`src/rtl/misc_pkg.sv`:
```
// ---------------------------------------------------------------------------
// misc_pkg: shared packet, result and FSM types for mult_feeder. Rev 1.0
// ---------------------------------------------------------------------------
`default_nettype none

package misc_pkg;

  localparam int ARG_W = 16;
  localparam int RES_W = 32;

  typedef struct packed {
    logic [ARG_W-1:0] arg_a;
    logic             arg_a_parity;
    logic [ARG_W-1:0] arg_b;
    logic             arg_b_parity;
  } t_data_packet;

  typedef struct packed {
    logic [RES_W-1:0] mult_res;
    logic             result_par;
    logic             par_error;
  } t_s_output_vect;

  typedef enum logic [1:0] {
    IDLE     = 2'd0,
    REQ      = 2'd1,
    WAIT_RES = 2'd2
  } t_feeder_state;

  function automatic logic even_parity32(input logic [RES_W-1:0] v);
    return ^v;
  endfunction

endpackage

`default_nettype wire

```
`src/rtl/mult_feeder_fifo.sv`:
```
// ---------------------------------------------------------------------------
// mult_feeder_fifo: synchronous FIFO, power-of-two depth, first-word read. Rev 1.0
// ---------------------------------------------------------------------------
`default_nettype none

module mult_feeder_fifo #(
  parameter int DEPTH = 4,
  parameter int WIDTH = 34
) (
  input  logic             clk,
  input  logic             rst_n,
  input  logic             push,
  input  logic             pop,
  input  logic [WIDTH-1:0] wr_data,
  output logic [WIDTH-1:0] rd_data,
  output logic             full,
  output logic             empty
);

  localparam int AW = $clog2(DEPTH);

  logic [WIDTH-1:0] mem [DEPTH];
  logic [AW:0]      wr_ptr;
  logic [AW:0]      rd_ptr;
  logic             push_en;
  logic             pop_en;

  assign push_en = push & ~full;
  assign pop_en  = pop & ~empty;

  // Extra pointer MSB distinguishes full from empty when the indices match.
  assign empty   = (wr_ptr == rd_ptr);
  assign full    = (wr_ptr[AW] != rd_ptr[AW]) && (wr_ptr[AW-1:0] == rd_ptr[AW-1:0]);
  assign rd_data = mem[rd_ptr[AW-1:0]];

  always_ff @(posedge clk or negedge rst_n) begin
    if (!rst_n) begin
      wr_ptr <= '0;
      rd_ptr <= '0;
    end else begin
      if (push_en) wr_ptr <= wr_ptr + 1'b1;
      if (pop_en)  rd_ptr <= rd_ptr + 1'b1;
    end
  end

  always_ff @(posedge clk) begin
    if (push_en) mem[wr_ptr[AW-1:0]] <= wr_data;
  end

endmodule

`default_nettype wire

```
`src/rtl/mult_feeder.sv`:
```
// ---------------------------------------------------------------------------
// mult_feeder: FIFO-buffered command feeder for a parity-checked multiplier. Rev 1.0
// ---------------------------------------------------------------------------
`default_nettype none

module mult_feeder
  import misc_pkg::*;
#(
  parameter int FIFO_DEPTH = 4,
  parameter int TIMEOUT    = 64
) (
  input  logic             clk,
  input  logic             rst_n,
  input  logic             in_valid,
  output logic             in_ready,
  input  t_data_packet     in_data,
  output logic [ARG_W-1:0] mult_arg_a,
  output logic [ARG_W-1:0] mult_arg_b,
  output logic             mult_arg_a_parity,
  output logic             mult_arg_b_parity,
  output logic             mult_req,
  input  logic             mult_ack,
  input  logic [RES_W-1:0] mult_result,
  input  logic             mult_result_parity,
  input  logic             mult_result_rdy,
  input  logic             mult_arg_parity_error,
  output logic             out_valid,
  output t_s_output_vect   out_data,
  output logic             out_res_par_bad,
  output logic             timeout,
  output logic             busy
);

  localparam int CNT_W = $clog2(TIMEOUT + 1);

  t_feeder_state state;
  t_feeder_state state_nxt;
  t_data_packet  head;
  t_data_packet  args;
  logic [CNT_W-1:0] cnt;
  logic fifo_full;
  logic fifo_empty;
  logic push;
  logic pop;
  logic done;
  logic expire;
  logic last_cycle;

  assign in_ready = ~fifo_full;
  assign push     = in_valid & in_ready;

  mult_feeder_fifo #(
    .DEPTH (FIFO_DEPTH),
    .WIDTH ($bits(t_data_packet))
  ) u_fifo (
    .clk     (clk),
    .rst_n   (rst_n),
    .push    (push),
    .pop     (pop),
    .wr_data (in_data),
    .rd_data (head),
    .full    (fifo_full),
    .empty   (fifo_empty)
  );

  assign last_cycle = (cnt == CNT_W'(TIMEOUT - 1));

  always_ff @(posedge clk or negedge rst_n) begin
    if (!rst_n) state <= IDLE;
    else        state <= state_nxt;
  end

  // A result arriving on the final allowed cycle wins over the timeout.
  always_comb begin
    state_nxt = state;
    pop       = 1'b0;
    done      = 1'b0;
    expire    = 1'b0;
    case (state)
      IDLE: begin
        if (!fifo_empty) begin
          pop       = 1'b1;
          state_nxt = REQ;
        end
      end
      REQ: begin
        if (last_cycle) begin
          expire    = 1'b1;
          state_nxt = IDLE;
        end else if (mult_ack) begin
          state_nxt = WAIT_RES;
        end
      end
      WAIT_RES: begin
        if (mult_result_rdy) begin
          done      = 1'b1;
          state_nxt = IDLE;
        end else if (last_cycle) begin
          expire    = 1'b1;
          state_nxt = IDLE;
        end
      end
      default: state_nxt = IDLE;
    endcase
  end

  always_ff @(posedge clk or negedge rst_n) begin
    if (!rst_n) begin
      args            <= '0;
      cnt             <= '0;
      out_valid       <= 1'b0;
      out_data        <= '0;
      out_res_par_bad <= 1'b0;
      timeout         <= 1'b0;
    end else begin
      if (pop) begin
        args <= head;
        cnt  <= '0;
      end else if (state != IDLE) begin
        cnt  <= cnt + 1'b1;
      end
      out_valid       <= done;
      timeout         <= expire;
      out_res_par_bad <= done & ~mult_arg_parity_error &
                         (even_parity32(mult_result) != mult_result_parity);
      if (done) begin
        out_data.mult_res   <= mult_result;
        out_data.result_par <= mult_result_parity;
        out_data.par_error  <= mult_arg_parity_error;
      end
    end
  end

  assign mult_req          = (state == REQ);
  assign busy              = (state != IDLE) | ~fifo_empty;
  assign mult_arg_a        = args.arg_a;
  assign mult_arg_b        = args.arg_b;
  assign mult_arg_a_parity = args.arg_a_parity;
  assign mult_arg_b_parity = args.arg_b_parity;

endmodule

`default_nettype wire

```
`config.mk`:
```
export PLATFORM = sky130hd
export DESIGN_NAME = mult_feeder
export DESIGN_NICKNAME = d
export VERILOG_FILES = /design/src/rtl/misc_pkg.sv /design/src/rtl/mult_feeder_fifo.sv /design/src/rtl/mult_feeder.sv
export SDC_FILE = /design/constraint.sdc
export NUM_CORES = 1
export LEC_CHECK = 0
export BUFFER_PORTS_ARGS = -buffer_cell sky130_fd_sc_hd__buf_2
export CELL_PAD_IN_SITES_DETAIL_PLACEMENT = 1
export CELL_PAD_IN_SITES_GLOBAL_PLACEMENT = 1
export CORE_MARGIN = 3
export CORE_UTILIZATION = 43
export DETAILED_ROUTE_END_ITERATION = 12
export PLACE_DENSITY = 0.74
export SYNTH_ARGS = -nofsm -noshare
export SYNTH_HDL_FRONTEND = slang
export SYNTH_SLANG_ARGS = --single-unit
```
`constraint.sdc`:
```
create_clock -name clk -period 2.4 [get_ports clk]
set_clock_uncertainty 0.1 [all_clocks]
set_input_delay 0.24 -clock clk [delete_from_list [all_inputs] [get_ports clk]]
set_output_delay 0.24 -clock clk [all_outputs]
set_load 0.03 [all_outputs]
```
==> results of run 1 <==
[final cells by class]
type,count,area [µm²]
clock buffers,30,631.9
clock inverters,12,81.33
fillers,1800,8456
inverters,7,26.28
multi-input cells,201,2323
flip-flops and latches,222,6238
well taps,265,331.6
repair buffers,222,1501
[stage by stage]
| step | instance area (µm²) | hold WS, ps | utilization (%) | setup slack (ps) |
|---|---|---|---|---|
| after floorplan | 8660 | -155.6 | - | 230.3 |
| after global placement | 9718 | 128.4 | 49.61 | 226.2 |
| after detailed placement | 9718 | 138.1 | 49.61 | 204.2 |
| after CTS | 11120 | 9.778 | 56.79 | 91.67 |
| after global routing | 11130 | 85.87 | 56.84 | 21.15 |
| final | 11130 | 58.61 | 56.84 | 159.7 |
[sequential cells by signal (all words and copies together), names as in the netlist]
register	count
out_res_par_bad	1
u_fifo.wr_ptr	3
mult_arg_a	16
u_fifo.mem	136
out_valid	1
state	2
cnt	7
mult_arg_b_parity	1
timeout	1
mult_arg_b	16
u_fifo.rd_ptr	3
out_data	34
mult_arg_a_parity	1
[cell usage after synthesis, drive strengths merged, types with 7 or more instances]
library cell,n
xnor2,32
o21ai,8
buf,12
edfxtp,136
mux2,69
inv,7
ha,9
dfrtp,86
nand2,10
nand3,7
mux4,34
[path summary, 6_finish.rpt]
kind,startpoint,end,slack [ps],cells after the start
min in group asynchronous,rst_n,mult_arg_b[13]$_DFFE_PN0P_,150,2
setup reg to reg,u_fifo.wr_ptr[1]$_DFFE_PN0P_,u_fifo.mem[0][27]$_DFFE_PP_,230,3
setup / recovery,u_fifo.wr_ptr[1]$_DFFE_PN0P_,busy,160,5
hold reg to reg,u_fifo.wr_ptr[2]$_DFFE_PN0P_,u_fifo.wr_ptr[2]$_DFFE_PN0P_,380,1
max in group asynchronous,rst_n,u_fifo.wr_ptr[1]$_DFFE_PN0P_,1350,3
hold / removal,in_valid,u_fifo.wr_ptr[0]$_DFFE_PN0P_,60,3
[timing repair]
item	CTS	global route
hold buffers	69	0
pin swaps	0	0
endpoints found under the hold margin	198	0
endpoints found under the setup margin	1	1
gates resized for setup	1	1
[placed cells by master, fill, tap and decap left out, types with 3 or more instances in the layout]
master,count
buf_2,145
edfxtp_1,136
dfrtp_1,84
dlygate4sd3_1,69
mux2_2,58
mux4_2,34
xnor2_1,32
clkbuf_16,23
mux2_1,11
o21ai_0,8
nand2_1,8
ha_1,8
inv_1,7
nand3_1,7
clkinv_1,6
buf_4,6
nor2_1,4
xor2_1,4
and3_2,4
clkinv_2,4
clkbuf_1,4
a21oi_1,3
clkbuf_8,3
[power by group through the flow]
| stage | Sequential [µW] | Clock, µW | Combinational, µW |
|---|---|---|---|
| 6_report | 5880 | 3350 | 5710 |
| 5_1_grt | 6020 | 3620 | 6150 |
| 4_1_cts | 5900 | 3440 | 5790 |
| 3_5_place_dp | 5960 | 0 | 5670 |
| 3_3_place_gp | 5870 | 0 | 5510 |
| 2_1_floorplan | 7000 | 0 | 2900 |
[logic make-up (layout without fill, tap and decap cells)]
family / after synthesis / after routing / synth area share, %
adders and majority gates: 9 / 9 / 1.301
buffers and inverters: 23 / 271 / 1.330
muxes: 104 / 104 / 17.94
AOI/OAI and AO/OA: 17 / 17 / 1.200
and+or+nand+nor: 33 / 33 / 2.010
xor gates and xnor gates: 38 / 38 / 4.164
DFF: 222 / 222 / 72.05
[metal layers]
metal  vias up  share of wire [%]  global-route usage (%)
li1       2173                  -                       -
met1      2521                 41                   22.38
met2       131                 53                   32.19
met3        25                4.6                   3.525
met4         0                1.7                   4.434
met5         -                  0                       0
[worst reg2reg max path: cells and delay by family (launching register included)]
kind                      cells  cell delay (ps)
DFF                           1              420
and+or+nand+nor               2             1070
xor gates and xnor gates      1              190
==> flow_metrics.tcl, run 1 <==
set metrics [dict create \
    vias 4850 \
    antenna_found_initial 0 \
    finalHoldViolations 0 \
    p_per_area_nw_per_um2 1342 \
    crit_path_max_incr_delay_ps 420 \
    finalSetupTns_ps 0 \
    track_usage_pct 17.88 \
    syn_area_um2 8655 \
    final_cell_count_no_fill 959 \
    layout.nets 759 \
    rows 51 \
    post_cts_buffers 0 \
    ir_worst_vdd_mv 0.8028 \
    yosysTopAreaCell "edfxtp_1" \
    max_slew.worst_pin.slew_ps 1012 \
    ctsRootBufferMaster "clkbuf_16" \
    yosys_warnings 0 \
    route.detailed.drc 0 \
    ys_ff_latch 222 \
    place_congestion 0.7487 \
    drtIter0Drc 160 \
    crit_chain "xnor2_1 -> nand3b_2 -> nor2_1 -> inv_1 -> buf_2" \
    routed_wl_um 19300 \
    die_w_um 147.9 \
    status "finished, final reports clean" \
    clockBufferDepth 3 \
    crit_path_end_kind "output port" \
    cts_tree "yes" \
    die_area_um2 21870 \
    startpoint_type "flop" \
    period_minus_slack_ps 2240 \
    synth_edf_count 136 \
    p_int_uw 9676 \
    start_util_pct 44.18 \
    ant_nets 0 \
    yosys-top-cells-area "edfxtp_1, dfrtp_1, mux4_2" \
    comb_power_share_pct 38.2 \
    firstDrtPassIters 4 \
    grt_pass1_vias 5516 \
    io_pins 147 \
    netSwitchingPower_uw 5269 \
    relSlewSlack_pct 32.56 \
    power_uw 14940 \
    min_period_over_period_pct 93.35 \
    cp.required_ps 2060 \
    critPathSlowestCell "dfrtp_1" \
    rsz0062_at_grt "no" \
    synth_top_area_share_pct 47.19 \
    layout-drive-gt1-share_pct 41.50 \
    cp_top_family "flip-flops" \
    synth_area_per_cell_um2 19.40 \
    clock_latency_ps 500 \
    switching_share_pct 35.25 \
    cp_max_fo 5 \
    drt-wirelength-per-cell_um 20.12 \
    postSynthCellCount 446 \
    syn2layout_area_growth_pct 28.65 \
    grt_pass1_wl_um 30730 \
    cts.sinks 222 \
    dp.cells 848 \
    crit_buf_inv 2 \
    grt_max_degree 60 \
    hold_path.class "input port to flop" \
    die_y_um 147.9 \
    seq_area_frac_synth_pct 72.05 \
    slew_violations 0 \
    avgViaCountPerCell 5.057 \
    power.leakage_uw 0.004373 \
    async_flop_share_pct 38.74 \
    fmax_mhz 446.4 \
    pwr-share-clk_pct 22.4 \
    n_antenna_cell 0 \
    coreArea_um2 19590 \
    crit_arrival_ps 1900 \
    maxCapViolCount 0 \
    htree_levels 1 \
    synthFlopType "edfxtp_1" \
    p_seq_share_pct 39.4 \
    ys_types 34 \
    synth_fp_nets 528 \
    clk_pin_slew_ps 60 \
    place_hpwl_um 11850 \
    critPathKind "flop to output port" \
    numPortBuffers 146 \
    finalSetupViolCount 0 \
    cts_buffers 23 \
    grt_overflow_total 0 \
]
(Power assumes the default switching activity.)
==> run 2, diff against run 1 <==
- CELL_PAD_IN_SITES_DETAIL_PLACEMENT: 1 -> default
- CELL_PAD_IN_SITES_GLOBAL_PLACEMENT: 1 -> default
- CORE_UTILIZATION: 43 -> 50
- PLACE_DENSITY: 0.74 -> 0.73
==> run 2 against run 1 <==
Compared with the run above: utilization grew 9.2 points; non-clock buffer count is the same; clock power is essentially flat; sequential power is essentially flat; register-to-register slack is essentially flat; fmax grew 0.24%; via count shrank 2.1%; final cell count shrank 4.7%; critical path depth is the same; wire length shrank 13%; first-iteration DRC count grew 13%; critical path type unchanged.
==> flow_metrics.tcl, run 2 (same netlist as run 1, synthesis figures left out) <==
set metrics [dict create \
    finalHoldViolations 0 \
    timing.rr.end "u_fifo.mem[0][11]$_DFFE_PP_" \
    min_period_over_period_pct 93.13 \
    period_minus_slack_ps 2235 \
    ir_worst_vdd_mv 0.9821 \
    cp_max_fo 5 \
    hold_ws_ps 31.92 \
    status "finished, final reports clean" \
    grt_pass1_vias 5123 \
    rows 47 \
    die_y_um 137.6 \
    coreArea_um2 16760 \
    min_to "u_fifo.wr_ptr[0]$_DFFE_PN0P_" \
    reg2reg_from "u_fifo.wr_ptr[1]$_DFFE_PN0P_" \
    fmax_mhz 447.4 \
    r2r_slack_ps 240 \
    p_int_uw 9663 \
    start_util_pct 51.64 \
    multiInputGateArea_um2 2323 \
    whs_path_depth 3 \
    seqCellArea_um2 6238 \
    routed_wl_um 16870 \
    cp.required_ps 2060 \
    track_usage_pct 18.09 \
    pwr-share-clk_pct 22.7 \
    firstDrtPassIters 4 \
    min-delay-start "in_valid" \
    drtIter0Drc 180 \
    finalSetupViolCount 0 \
    htree_levels 1 \
    switching_share_pct 34.65 \
    grt_max_degree 47 \
    n_antenna_cell 0 \
    relSlewSlack_pct 36.11 \
    route.detailed.drc 0 \
    layout_commonest_cell "buf_2" \
    ctsRootBufferMaster "clkbuf_16" \
    p_seq_share_pct 39.6 \
    crit_path_end_kind "output port" \
    rsz0062_at_grt "no" \
    utilization_pct 66.08 \
    largest_reg_flops 136 \
    place_hpwl_um 10160 \
    io_pins 147 \
    avgViaCountPerCell 5.194 \
    finalSetupTns_ps 0 \
    top_layer_used "met4" \
    cts_tree "yes" \
    clock_latency_ps 510 \
    numPortBuffers 146 \
    layout.nets 759 \
    clk_pin_slew_ps 60 \
    route.met2.wl_um 8495 \
    p_per_area_nw_per_um2 1335 \
    post_cts_buffers 0 \
    maxCapViolCount 0 \
    slew_violations 0 \
    startpoint_type "flop" \
    reg2reg_depth 3 \
    die_area_um2 18920 \
    layout-drive-gt1-share_pct 41.21 \
    critPathKind "flop to output port" \
    wl_met3_um 1254 \
    antenna_found_initial 0 \
    grt_pass1_wl_um 26480 \
    ant_nets 0 \
    n_fill_cell 1139 \
    vias 4747 \
    grt_overflow_total 0 \
    met1Wirelength_um 6734 \
    netSwitchingPower_uw 5123 \
    max_slew.worst_pin.slew_ps 958.3 \
    setup_ws_ps 165.0 \
    layout_common_cells "buf_2, edfxtp_1, dfrtp_1" \
    hold_path.class "input port to flop" \
    cts_buffers 23 \
    clockBufferDepth 3 \
    cts.sinks 222 \
    comb_power_share_pct 37.7 \
    crit_arrival_ps 1900 \
    die_w_um 137.6 \
    place_congestion 0.7226 \
    drt-wirelength-per-cell_um 18.45 \
    syn2layout_area_growth_pct 27.96 \
    power.leakage_uw 0.004366 \
    pre_cts_ws_ps 209.1 \
]
run 2: cell types whose count changed in the layout (fill, tap and decap cells not counted):
cell / change
buf_12: -1
buf_4: +1
clkbuf_1: +6
clkinv_1: -4
clkinv_2: -2
inv_16: +1
inv_6: -1
run 2: layer usage:
metal | vias to the layer above | global-route usage (%)
met2 | 163 | 32.02
li1 | 2170 | -
met4 | 0 | 5.100
met3 | 28 | 4.127
met5 | - | 0
met1 | 2386 | 22.38
run 2: worst max path at each step:
stage,from,to,cells after the start
finish,u_fifo.wr_ptr[1]$_DFFE_PN0P_,busy,5
global route,u_fifo.wr_ptr[1]$_DFFE_PN0P_,busy,5
CTS,state[1]$_DFFE_PN0P_,busy,6
detailed placement,u_fifo.wr_ptr[1]$_DFFE_PN0P_,u_fifo.mem[2][4]$_DFFE_PP_,3
global placement,u_fifo.wr_ptr[1]$_DFFE_PN0P_,u_fifo.mem[1][4]$_DFFE_PP_,3
floorplan,u_fifo.rd_ptr[0]$_DFFE_PN0P_,u_fifo.wr_ptr[2]$_DFFE_PN0P_,5
run 2: final cells by class:
type,count,area share (%)
tap,220,2.486
sequential,222,56.33
inverter,7,0.2373
timing repair buffer,222,13.44
clock buffer,36,5.909
clock inverter,6,0.6101
multi-input combinational,201,20.98
run 2: metrics by stage:
| step | instances | total power (µW) | cell area, µm² |
|---|---|---|---|
| after global routing | 914 | 15570 | 11070 |
| after CTS | 914 | 14940 | 11060 |
| final | 914 | 14790 | 11070 |
| after global placement | 803 | 11300 | 9649 |
| after detailed placement | 803 | 11460 | 9649 |
| after floorplan | 446 | 9903 | 8660 |
run 2: power by group through the flow:
| stage | Sequential, µW | Clock [µW] | Combinational [µW] |
|---|---|---|---|
| after detailed placement | 5930 | 0 | 5530 |
| after CTS | 5860 | 3430 | 5650 |
| after floorplan | 7000 | 0 | 2900 |
| final | 5860 | 3360 | 5570 |
| after global routing | 5970 | 3590 | 6010 |
| after global placement | 5860 | 0 | 5440 |
run 2: repair_timing:
action | in CTS | in global routing
hold buffers | 69 | 0
hold endpoints to repair | 216 | 0
gates resized for setup | 1 | 1
setup endpoints to repair | 1 | 1
run 2: worst max-delay path, cell delays in order (launching register included):
cell	delay [ps]
dfrtp_1	420
xnor2_1	310
nand3b_2	190
nor2_1	180
inv_1	90
buf_2	180
